**src/rtl/hack_pkg.sv**
```systemverilog
// rtl/hack_pkg.sv - Shared Hack timing defaults and sequencer state encoding
package hack_pkg;

  localparam int HACK_HALF_PERIOD = 25;
  localparam int HACK_WRITE_COUNT = 10;

  typedef enum logic [1:0] {
    SEQ_RESET_HOLD = 2'd0,
    SEQ_RUN        = 2'd1,
    SEQ_HALTED     = 2'd2,
    SEQ_STEP       = 2'd3
  } seq_state_t;

endpackage

```
**src/rtl/sync_edge_detect.sv**
```systemverilog
// rtl/sync_edge_detect.sv - Two-flop synchroniser with rising-edge pulse
module sync_edge_detect (
  input  logic CLK_100MHz,
  input  logic RESET_N,
  input  logic async_in,
  output logic sync_level,
  output logic rise
);

  logic meta;
  logic sync_q;
  logic prev_q;

  always_ff @(posedge CLK_100MHz or negedge RESET_N) begin
    if (!RESET_N) begin
      meta   <= 1'b0;
      sync_q <= 1'b0;
      prev_q <= 1'b0;
    end else begin
      meta   <= async_in;
      sync_q <= meta;
      prev_q <= sync_q;
    end
  end

  assign sync_level = sync_q;
  assign rise       = sync_q & ~prev_q;

endmodule

```
**src/rtl/cpu_sequencer.sv**
```systemverilog
// rtl/cpu_sequencer.sv - Hack CPU clock/reset sequencer with run/halt/step; breakpoint under CPU_SEQ_BREAKPOINT_EN
module cpu_sequencer
  import hack_pkg::*;
#(
  parameter int HALF_PERIOD  = HACK_HALF_PERIOD,
  parameter int WRITE_COUNT  = HACK_WRITE_COUNT,
  parameter int RESET_CYCLES = 2
) (
  input  logic        CLK_100MHz,
  input  logic        RESET_N,
  input  logic        RUN,
  input  logic        STEP,
  input  logic [15:0] PC,
`ifdef CPU_SEQ_BREAKPOINT_EN
  input  logic        BP_EN,
  input  logic [15:0] BP_ADDR,
`endif
  output logic        CLK_CPU,
  output logic [31:0] CLK_COUNT,
  output logic        WRITE_STROBE,
  output logic        CPU_RESET,
  output logic        HALTED,
  output logic        BP_HIT,
  output logic [31:0] CYCLE_COUNT
);

  localparam logic [31:0] LAST_COUNT   = 32'(HALF_PERIOD - 1);
  localparam logic [31:0] STROBE_COUNT = 32'(WRITE_COUNT);
  localparam logic [31:0] LAST_RESET   = 32'(RESET_CYCLES - 1);

  seq_state_t  state, state_d;
  logic        clk_cpu_d, write_strobe_d, cpu_reset_d, halted_d;
  logic [31:0] clk_count_d, cycle_count_d;
  logic [31:0] reset_cnt, reset_cnt_d;
  logic        run_sync, run_rise_unused;
  logic        step_rise, step_level_unused;
  logic        advance, boundary;
  logic        bp_match, bp_lock_active, bp_halt, enter_run, enter_step;

  sync_edge_detect u_step_sync (
    .CLK_100MHz (CLK_100MHz),
    .RESET_N    (RESET_N),
    .async_in   (STEP),
    .sync_level (step_level_unused),
    .rise       (step_rise)
  );

  sync_edge_detect u_run_sync (
    .CLK_100MHz (CLK_100MHz),
    .RESET_N    (RESET_N),
    .async_in   (RUN),
    .sync_level (run_sync),
    .rise       (run_rise_unused)
  );

`ifdef CPU_SEQ_BREAKPOINT_EN
  logic bp_lock;

  assign bp_match       = BP_EN && (PC == BP_ADDR);
  assign bp_lock_active = bp_lock;

  // A breakpoint halt wins over the clears so the lock survives its own boundary.
  always_ff @(posedge CLK_100MHz or negedge RESET_N) begin
    if (!RESET_N) begin
      bp_lock <= 1'b0;
      BP_HIT  <= 1'b0;
    end else if (bp_halt) begin
      bp_lock <= 1'b1;
      BP_HIT  <= 1'b1;
    end else begin
      if (!run_sync || enter_step) bp_lock <= 1'b0;
      if (enter_run || enter_step) BP_HIT <= 1'b0;
    end
  end
`else
  logic unused_pc;

  assign unused_pc      = ^PC;
  assign bp_match       = 1'b0;
  assign bp_lock_active = 1'b0;
  assign BP_HIT         = 1'b0;
`endif

  always_ff @(posedge CLK_100MHz or negedge RESET_N) begin
    if (!RESET_N) begin
      state        <= SEQ_RESET_HOLD;
      CLK_CPU      <= 1'b0;
      CLK_COUNT    <= '0;
      WRITE_STROBE <= 1'b0;
      CPU_RESET    <= 1'b1;
      HALTED       <= 1'b0;
      CYCLE_COUNT  <= '0;
      reset_cnt    <= '0;
    end else begin
      state        <= state_d;
      CLK_CPU      <= clk_cpu_d;
      CLK_COUNT    <= clk_count_d;
      WRITE_STROBE <= write_strobe_d;
      CPU_RESET    <= cpu_reset_d;
      HALTED       <= halted_d;
      CYCLE_COUNT  <= cycle_count_d;
      reset_cnt    <= reset_cnt_d;
    end
  end

  always_comb begin
    state_d       = state;
    clk_cpu_d     = CLK_CPU;
    clk_count_d   = CLK_COUNT;
    cycle_count_d = CYCLE_COUNT;
    cpu_reset_d   = CPU_RESET;
    halted_d      = HALTED;
    reset_cnt_d   = reset_cnt;
    bp_halt       = 1'b0;
    enter_run     = 1'b0;
    enter_step    = 1'b0;

    advance  = (state != SEQ_HALTED);
    boundary = advance && CLK_CPU && (CLK_COUNT == LAST_COUNT);

    if (advance) begin
      if (CLK_COUNT == LAST_COUNT) begin
        clk_count_d = '0;
        clk_cpu_d   = ~CLK_CPU;
      end else begin
        clk_count_d = CLK_COUNT + 32'd1;
      end
    end
    if (boundary) cycle_count_d = CYCLE_COUNT + 32'd1;

    // Strobe is registered, so it is decoded from the phase being entered.
    write_strobe_d = advance && clk_cpu_d && (clk_count_d == STROBE_COUNT);

    case (state)
      SEQ_RESET_HOLD: begin
        if (boundary) begin
          if (reset_cnt == LAST_RESET) begin
            cpu_reset_d = 1'b0;
            if (run_sync) begin
              state_d   = SEQ_RUN;
              enter_run = 1'b1;
            end else begin
              state_d  = SEQ_HALTED;
              halted_d = 1'b1;
            end
          end else begin
            reset_cnt_d = reset_cnt + 32'd1;
          end
        end
      end
      SEQ_RUN: begin
        if (boundary && (!run_sync || bp_match)) begin
          state_d  = SEQ_HALTED;
          halted_d = 1'b1;
          bp_halt  = bp_match;
        end
      end
      SEQ_HALTED: begin
        if (step_rise) begin
          state_d    = SEQ_STEP;
          halted_d   = 1'b0;
          enter_step = 1'b1;
        end else if (run_sync && !bp_lock_active) begin
          state_d   = SEQ_RUN;
          halted_d  = 1'b0;
          enter_run = 1'b1;
        end
      end
      SEQ_STEP: begin
        if (boundary) begin
          state_d  = SEQ_HALTED;
          halted_d = 1'b1;
        end
      end
      default: state_d = SEQ_RESET_HOLD;
    endcase
  end

endmodule
```
**config.mk**
```make
export PLATFORM = sky130hd
export DESIGN_NAME = cpu_sequencer
export DESIGN_NICKNAME = d
export VERILOG_FILES = /design/src/rtl/hack_pkg.sv /design/src/rtl/sync_edge_detect.sv /design/src/rtl/cpu_sequencer.sv
export SDC_FILE = /design/constraint.sdc
export NUM_CORES = 1
export LEC_CHECK = 0
export CAP_MARGIN = 20
export CORE_MARGIN = 1
export CORE_UTILIZATION = 40
export DETAILED_ROUTE_END_ITERATION = 16
export PLACE_DENSITY = 0.64
export REMOVE_ABC_BUFFERS = 1
export SLEW_MARGIN = 30
export SYNTH_ARGS = -nofsm -noshare
export SYNTH_HDL_FRONTEND = slang
export SYNTH_SLANG_ARGS = --single-unit
```
**constraint.sdc**
```tcl
create_clock -name CLK_100MHz -period 7.8 [get_ports CLK_100MHz]
set_input_delay 1.17 -clock CLK_100MHz [delete_from_list [all_inputs] [get_ports CLK_100MHz]]
set_output_delay 1.17 -clock CLK_100MHz [all_outputs]
set_load 0.005 [all_outputs]
```
Word level (Yosys, flattened, before mapping):

Cells that the tools add are included.

* register bits: 107
* bits of input ports: 20
* output and inout bits: 69
* logic and storage cells: 64

* add/sub/neg operators: 3
* equal/unequal tests: 13
* muxes and demuxes: 20
* bitwise gates (word level): 4
* reductions and logical operators: 11

Operators with widths (count)
* adder 32 x 1 -> 32 bit, second input constant: 3
* two-way mux 32 bit: 2
* == test 32 x 1 -> 1 bit, second input constant: 1
* == test 32 x 4 -> 1 bit, second input constant: 1
* == test 32 x 5 -> 1 bit, second input constant: 1
* two-way mux 2 bit: 7
* != test 2 bit, second input constant: 6
* two-way mux 1 bit: 9
* one-hot mux 2 bit (4 select lines): 1
* AND reduction 3 bit: 2
* AND reduction 6 bit: 1
* logical AND 1 bit: 5
* AND reduction 5 bit: 1
* == test 2 bit, second input constant: 2
* one-hot mux 1 bit (4 select lines): 1
* != test 3 x 2 -> 1 bit, second input constant: 1
* NOT 1 bit: 3
* == test 2 x 1 -> 1 bit, second input constant: 1
* zero test 2 bit: 1
* AND 1 bit: 1
* zero test 1 bit: 1

Longest topological paths before layout:

Gate-level depths: netlist (run 1).

* depth after elaboration: 6
* mapped depth: 10
* mapped depth without buffers: 9

Modules after synthesis:

A second synthesis (run 1) with hierarchy kept.

* cell total of the unflattened synthesis: 518
* area total of the unflattened synthesis: 5378.9 sq um

By module, submodules not included
* cpu_sequencer: instances 1, cells an instance 510, area each 5201.2 sq um, seq. area each 2553.7 sq um
* sync_edge_detect: instances 2, cells an instance 4, area each 88.8 sq um, seq. area each 75.1 sq um

Worst setup path before layout (run 1):

Ideal clock, no wire load.

* kind: register -> register
* start: register CLK_COUNT[1]
* end: register WRITE_STROBE
* library setup time: 0.068 ns
* arrival time: 2.589 ns
* required time: 7.732 ns
* slack: 5.144 ns
* stages on the path, launching flop included: 9
* path buffers: 0
* period minus slack after synthesis: 2.656 ns
* cell sequence: dfrtp_1 -> ha_1 -> nand3_1 -> or4_1 -> nor4_2 -> nor2_1 -> or4_1 -> nor4_1 -> and4_1

* word-level cells in the longest chain between the ends: 5
* elaborated cells between the ends (all ways): 9
* those cells by class: add/sub (1); eq/ne (2); mux (4); reduce/logical (2)

RTL lines
* start, declared: RTL line cpu_sequencer.sv:19 `output logic [31:0] CLK_COUNT,`
* start signal, assigned: RTL line cpu_sequencer.sv:97 `CLK_COUNT <= clk_count_d;`
* adder 32 x 1 -> 32 bit / == test 32 x 5 -> 1 bit (equally long branches): RTL line cpu_sequencer.sv:126, cpu_sequencer.sv:122
* two-way mux 32 bit / two-way mux 1 bit (equally long branches): RTL line cpu_sequencer.sv:122 `if (CLK_COUNT == LAST_COUNT) begin`
* two-way mux 32 bit / two-way mux 1 bit (equally long branches): RTL line cpu_sequencer.sv:121 `if (advance) begin`
* == test 32 x 4 -> 1 bit / logical AND 1 bit (equally long branches): RTL line cpu_sequencer.sv:132 `write_strobe_d = advance && clk_cpu_d && (clk_count_d == STROBE_COUNT);`
* logical AND 1 bit *: RTL line cpu_sequencer.sv:132
* net write_strobe_d: RTL line cpu_sequencer.sv:32 `logic clk_cpu_d, write_strobe_d, cpu_reset_d, halted_d;`
* end signal, assigned: RTL line cpu_sequencer.sv:98 `WRITE_STROBE <= write_strobe_d;`
* end, declared: RTL line cpu_sequencer.sv:20 `output logic WRITE_STROBE,`

The timed path passes the listed nets; every way through them passes the cells marked *.
A chain may end at the register's enable or synchronous reset.

Worst setup path after layout (run 1):

Same ends and word-level chain as after synthesis.

==> results of run 1 <==
flip-flops by register name (all words and copies together) (netlist names):
register and cells:
CPU_RESET 1, reset_cnt 32, CLK_CPU 1, u_step_sync.prev_q 1, CLK_COUNT 32, u_step_sync.sync_level 1, u_run_sync.meta 1, state 2
WRITE_STROBE 1, u_run_sync.sync_level 1, u_step_sync.meta 1, HALTED 1, CYCLE_COUNT 32
where the power goes:
part           internal [uW]  leakage (uW)  total (uW)  switching (uW)
registers                555       0.00147         556           0.517
logic                   1.98       0.00121        13.4            11.4
clock network            226      0.000147         454             228
total                    784       0.00283        1020             240
Yosys cell counts, types with 11 or more instances:
| cell type | count |
|---|---|
| nor4_1 | 22 |
| nand4_1 | 31 |
| dfrtp_1 | 106 |
| o21ai_0 | 11 |
| nor2_1 | 21 |
| nand3_1 | 33 |
| and3_1 | 23 |
| xor2_1 | 16 |
| clkbuf_1 | 18 |
| xnor2_1 | 78 |
| nand2_1 | 48 |
| inv_1 | 13 |
worst max path at each step:
stage,startpoint,to,slack (ns),depth (start not counted)
floorplan,CLK_COUNT[0],CYCLE_COUNT[26],4.71,9
global placement,CLK_COUNT[1],WRITE_STROBE,4.57,8
detailed placement,CLK_COUNT[1],WRITE_STROBE,4.61,8
CTS,CLK_COUNT[1],WRITE_STROBE,4.57,8
global route,CLK_COUNT[1],WRITE_STROBE,4.30,8
finish,CLK_COUNT[1],WRITE_STROBE,4.49,8
worst reg2reg max path: stages (launching register included):
cell and delay [ns]:
dfrtp_1 0.45, ha_1 0.28, nand3_1 0.21, or4_1 0.69, nor4_2 0.35, nor2_1 0.08, or4_1 0.54, nor4_1 0.38
and4_1 0.26
cells by family after synthesis:
| group | count (synthesis) | share of synthesized area [%] |
|---|---|---|
| and+or+nand+nor | 237 | 25.3 |
| DFF | 107 | 50.7 |
| xor gates and xnor gates | 94 | 15.6 |
| buffers and inverters | 38 | 2.89 |
| AOI/OAI and AO/OA | 31 | 3.86 |
| adders and majority gates | 5 | 1.18 |
| muxes | 2 | 0.379 |
| other | 1 | 0.0710 |
cell type report:
class	count	area, um2
Clock buffer	9	225
Clock inverter	7	70.1
Fill cell	1199	6290
Inverter	13	48.8
Multi-Input combinational cell	370	2460
Sequential cell	107	2680
Tap cell	172	215
Timing Repair Buffer	75	738
cells in the final DEF, fill, tap and decap left out, types with 13 or more instances in the layout:
master           instances
dfrtp_1                106
xnor2_1                 78
clkdlybuf4s50_1         70
nand2_1                 48
nand3_1                 33
nand4_1                 31
and3_1                  23
nor2_1                  21
nor4_1                  21
xor2_1                  16
inv_1                   13
per-stage QoR:
| step | util (%) | cell area (um2) | setup slack [ns] |
|---|---|---|---|
| after floorplan | - | 5180 | 4.71 |
| after global placement | 48.2 | 6140 | 4.57 |
| after detailed placement | 48.2 | 6140 | 4.61 |
| after CTS | 50.6 | 6430 | 4.57 |
| after global routing | 50.6 | 6430 | 4.30 |
| final | 50.6 | 6430 | 4.49 |
layer usage:
| metal | part of all wire (%) | track usage [%] | vias up | routed length, um |
|---|---|---|---|---|
| met4 | 1.3 | 5.15 | 0 | 153 |
| met1 | 49 | 27.2 | 2024 | 5840 |
| met3 | 5.8 | 5.46 | 14 | 696 |
| met5 | 0 | 0 | - | 0 |
| met2 | 44 | 27.5 | 119 | 5350 |
| li1 | - | - | 1939 | - |
==> reports/metrics.yaml, run 1 <==
hold_path:
  min_from: "u_step_sync.meta"
  hold-path-cell-count: 0
  min_to: "u_step_sync.sync_level"
  hold_path_class: "flip-flop to flip-flop"
critical_path:
  worst-path-buf-inv: 0
  crit_path_end_kind: "flip-flop"
  cp_common_cell: "or4_1"
  cp_slowest_cell: "or4_1"
  worstPathRequired_ns: 8.09
  critical_path_class: "flip-flop to flip-flop"
  crit_path_cell_trace: "ha_1, nand3_1, or4_1, nor4_2, nor2_1, or4_1, nor4_1, and4_1"
  worstPathArrival_ns: 3.61
  crit_family: "simple AND/OR/NAND/NOR gates"
  reg2reg_to: "WRITE_STROBE"
  path_max_fanout: 6
  reg2reg_slack_ns: 4.49
  r2r_cells: 8
  rr_startpoint: "CLK_COUNT[1]"
  critPathMaxStageDelay_ns: 0.69
  startpoint_type: "flip-flop"
clock_tree:
  cts_hold_buf: 0
  clk_pin_slew_ns: 0.08
  clock_latency_ns: 0.36
  cts_made_buffers: 9
  cts_tree: "done"
  cts_root_buf: "clkbuf_16"
  clockBufferDepth: 2
  ctsResizeCount: 0
  cts_setup_buffers: 0
  htreeDepth: 3
  numClockSinks: 107
synthesis:
  synth.distinct_cells: 49
  yosysTopAreaCellShare_pct: 50.2
  yosysSeqAreaShare_pct: 50.7
  yosysTopAreaCell: "dfrtp_1"
  syn-instance-count: 515
  avgSynthCellArea_um2: 10.3
  synth-main-ff-cell: "dfrtp_1"
  netlist_area_um2: 5280
  synth.area.top_cells: "dfrtp_1, xnor2_1, nand4_1"
  yosysWarningCount: 0
  ys_seq_elements: 107
  async_reset_ff_share_pct: 100
  synth_edf_count: 0
routing:
  dr.first_iter.drc_count: 260
  drt_pass1_iterations: 4
  num_vias: 4096
  ant_nets: 0
  viasPerCell: 5.44
  routedWlPerCell_um: 16.0
  routed_wl_um: 12000
  drc_errors: 0
timing:
  rsz0062_at_grt: "no"
  skew_ns: 0.00827
  tns_ns: 0
  finalCriticalPeriod_ns: 3.31
  worst_pin_slew_ns: 0.762
  maxSlewHeadroom_pct: 48.8
  timing.hold.ws_ns: 0.353
  hold_viol_final: 0
  finalCritPeriodShare_pct: 42.5
  setup_viol: 0
  fmax_mhz: 302
  final-max-slew-violation-count: 0
global_routing:
  antenna_found_initial: 0
  gr-total-overflow: 0
  grt_pass1_wl_um: 19900
  grtUsageTotal_pct: 18.8
  grt_max_degree: 57
  grt_pass1_vias: 3905
final_layout:
  fin_nets: 601
  final_cells: 753
  antenna_cells: 0
  drive_gt1_share_pct: 5.68
  area_delta_synth_final_pct: 21.8
floorplan:
  die-height_um: 117
  core-area_um2: 12700
  initial_utilization_pct: 41.5
  dieArea_um2: 13700
  rows: 41
  die_w_um: 117
  pin_count: 89
status:
  status: "finished clean"
placement:
  place_hpwl_um: 8420
  routabilityCongestion: 0.890
  io_buffers: 71
  dp_cells: 737
power_and_ir_drop:
  finalPower_uw: 1020
  leakagePower_uw: 0.00283
  powerDensity_nw_per_um2: 159
  vdd_drop_max_mv: 0.131
run:
  maxCapViolCount: 0
No activity file was read; power rests on OpenSTA's default activity.
==> run 2, diff against run 1 <==
==> constraint.sdc (replaced) <==
create_clock -name CLK_100MHz -period 3.2 [get_ports CLK_100MHz]
set_input_delay 0.48 -clock CLK_100MHz [delete_from_list [all_inputs] [get_ports CLK_100MHz]]
set_output_delay 0.48 -clock CLK_100MHz [all_outputs]
set_load 0.005 [all_outputs]
==> reports/metrics.yaml, run 2 (synthesized netlist as in run 1, its figures left out) <==
status:
  status: "finished clean"
clock_tree:
  cts_root_buf: "clkbuf_16"
  ctsResizeCount: 0
  cts_tree: "done"
  numClockSinks: 107
  clockBufferDepth: 2
  clock_latency_ns: 0.35
  htreeDepth: 3
  clk_pin_slew_ns: 0.07
  cts_made_buffers: 9
  cts_setup_buffers: 0
  cts_hold_buf: 0
timing:
  hold_viol_final: 0
  finalCriticalPeriod_ns: 2.98
  final-max-slew-violation-count: 0
  skew_ns: 0.00945
  rsz0062_at_grt: "no"
  fmax_mhz: 335
  finalCritPeriodShare_pct: 93.2
  setup_viol: 0
  maxSlewHeadroom_pct: 50.2
  setup_ws_ns: 0.217
  timing.hold.ws_ns: 0.200
  tns_ns: 0
  worst_pin_slew_ns: 0.741
run:
  maxCapViolCount: 0
critical_path:
  crit_path_cell_trace: "ha_2, nand3_1, or4_1, nor4_2, nor2_1, or4_1, nor4_2, and4_1"
  critPathMaxStageDelay_ns: 0.67
  critical_path_class: "flip-flop to flip-flop"
  startpoint_type: "flip-flop"
  path_max_fanout: 6
  cp_slowest_cell: "or4_1"
  crit_path_end_kind: "flip-flop"
  worstPathRequired_ns: 3.49
  worstPathArrival_ns: 3.27
  reg2reg_slack_ns: 0.22
  r2r_cells: 8
final_layout:
  final_cells: 767
  regArea_um2: 2680
  num-fill-cells: 1164
  reg.largest.list: "CLK_COUNT: 32 flops, CYCLE_COUNT: 32 flops, reset_cnt: 32 flops"
  multi_input_area_um2: 2460
  drive_gt1_share_pct: 7.90
  final_common_cell: "dfrtp_1"
  layout_common_cells: "dfrtp_1, xnor2_1, clkdlybuf4s50_1"
  antenna_cells: 0
  fin_nets: 616
  area_delta_synth_final_pct: 24.4
  finalInstanceArea_um2: 6570
routing:
  dr.first_iter.drc_count: 371
  num_vias: 4045
  routedWlPerCell_um: 15.7
  viasPerCell: 5.27
  routed_wl_um: 12000
  drt_pass1_iterations: 5
  ant_nets: 0
  drc_errors: 0
floorplan:
  dieArea_um2: 13700
  core-area_um2: 12700
  pin_count: 89
  die-height_um: 117
  die_w_um: 117
  initial_utilization_pct: 41.5
  rows: 41
global_routing:
  grt_pass1_vias: 3939
  grt_pass1_wl_um: 20100
  grtUsageTotal_pct: 19.1
  gr-total-overflow: 0
  antenna_found_initial: 0
  grt_max_degree: 108
hold_path:
  hold_path_class: "input port to async pin"
placement:
  placed_cell_area_um2: 6260
  io_buffers: 71
  post-place-ws_ns: 0.191
  dp_cells: 752
  routabilityCongestion: 0.899
  place_hpwl_um: 8310
power_and_ir_drop:
  vdd_drop_max_mv: 0.323
  leakagePower_uw: 0.00291
  powerDensity_nw_per_um2: 385
## run 2: worst paths after layout
| check | startpoint | end |
|---|---|---|
| hold reg to reg | u_run_sync.meta | u_run_sync.sync_level |
| setup reg to reg | CLK_COUNT[1] | WRITE_STROBE |
| min in group CLK_100MHz | u_run_sync.meta | u_run_sync.sync_level |
| hold / removal | RESET_N | CYCLE_COUNT[27] |
| max in group asynchronous | RESET_N | CPU_RESET |
| setup / recovery | CLK_COUNT[1] | WRITE_STROBE |
## run 2: power by group
group	switching [uW]	total, uW	internal [uW]
combinational	27.2	33.8	6.62
clock	508	1140	633
sequential	1.23	1360	1350
## run 2: through the flow
| step | util, % | power (uW) |
|---|---|---|
| detailed placement | 49.2 | 1420 |
| finish | 51.6 | 2530 |
| floorplan | - | 1380 |
| CTS | 51.6 | 2570 |
| global route | 51.6 | 2620 |
| global placement | 49.2 | 1420 |
## run 2: final cells by class
class | count | area share (%)
Sequential cell | 107 | 40.8
Multi-Input combinational cell | 370 | 37.5
Timing Repair Buffer | 90 | 13.1
Clock buffer | 11 | 3.69
Tap cell | 172 | 3.28
Clock inverter | 4 | 0.857
Inverter | 13 | 0.743
## run 2: critical path, delay by kind of cell, from the launching register on
| kind | cells | cell delay [ns] |
|---|---|---|
| DFF | 1 | 0.46 |
| adders and majority gates | 1 | 0.27 |
| and+or+nand+nor | 7 | 2.18 |
## run 2: routing by layer
layer	vias up	wire length (um)	GRT usage (%)
li1	1972	-	-
met5	-	0	0
met1	1955	5940	28.8
met3	10	647	5.36
met2	108	5310	26.9
met4	0	127	4.81
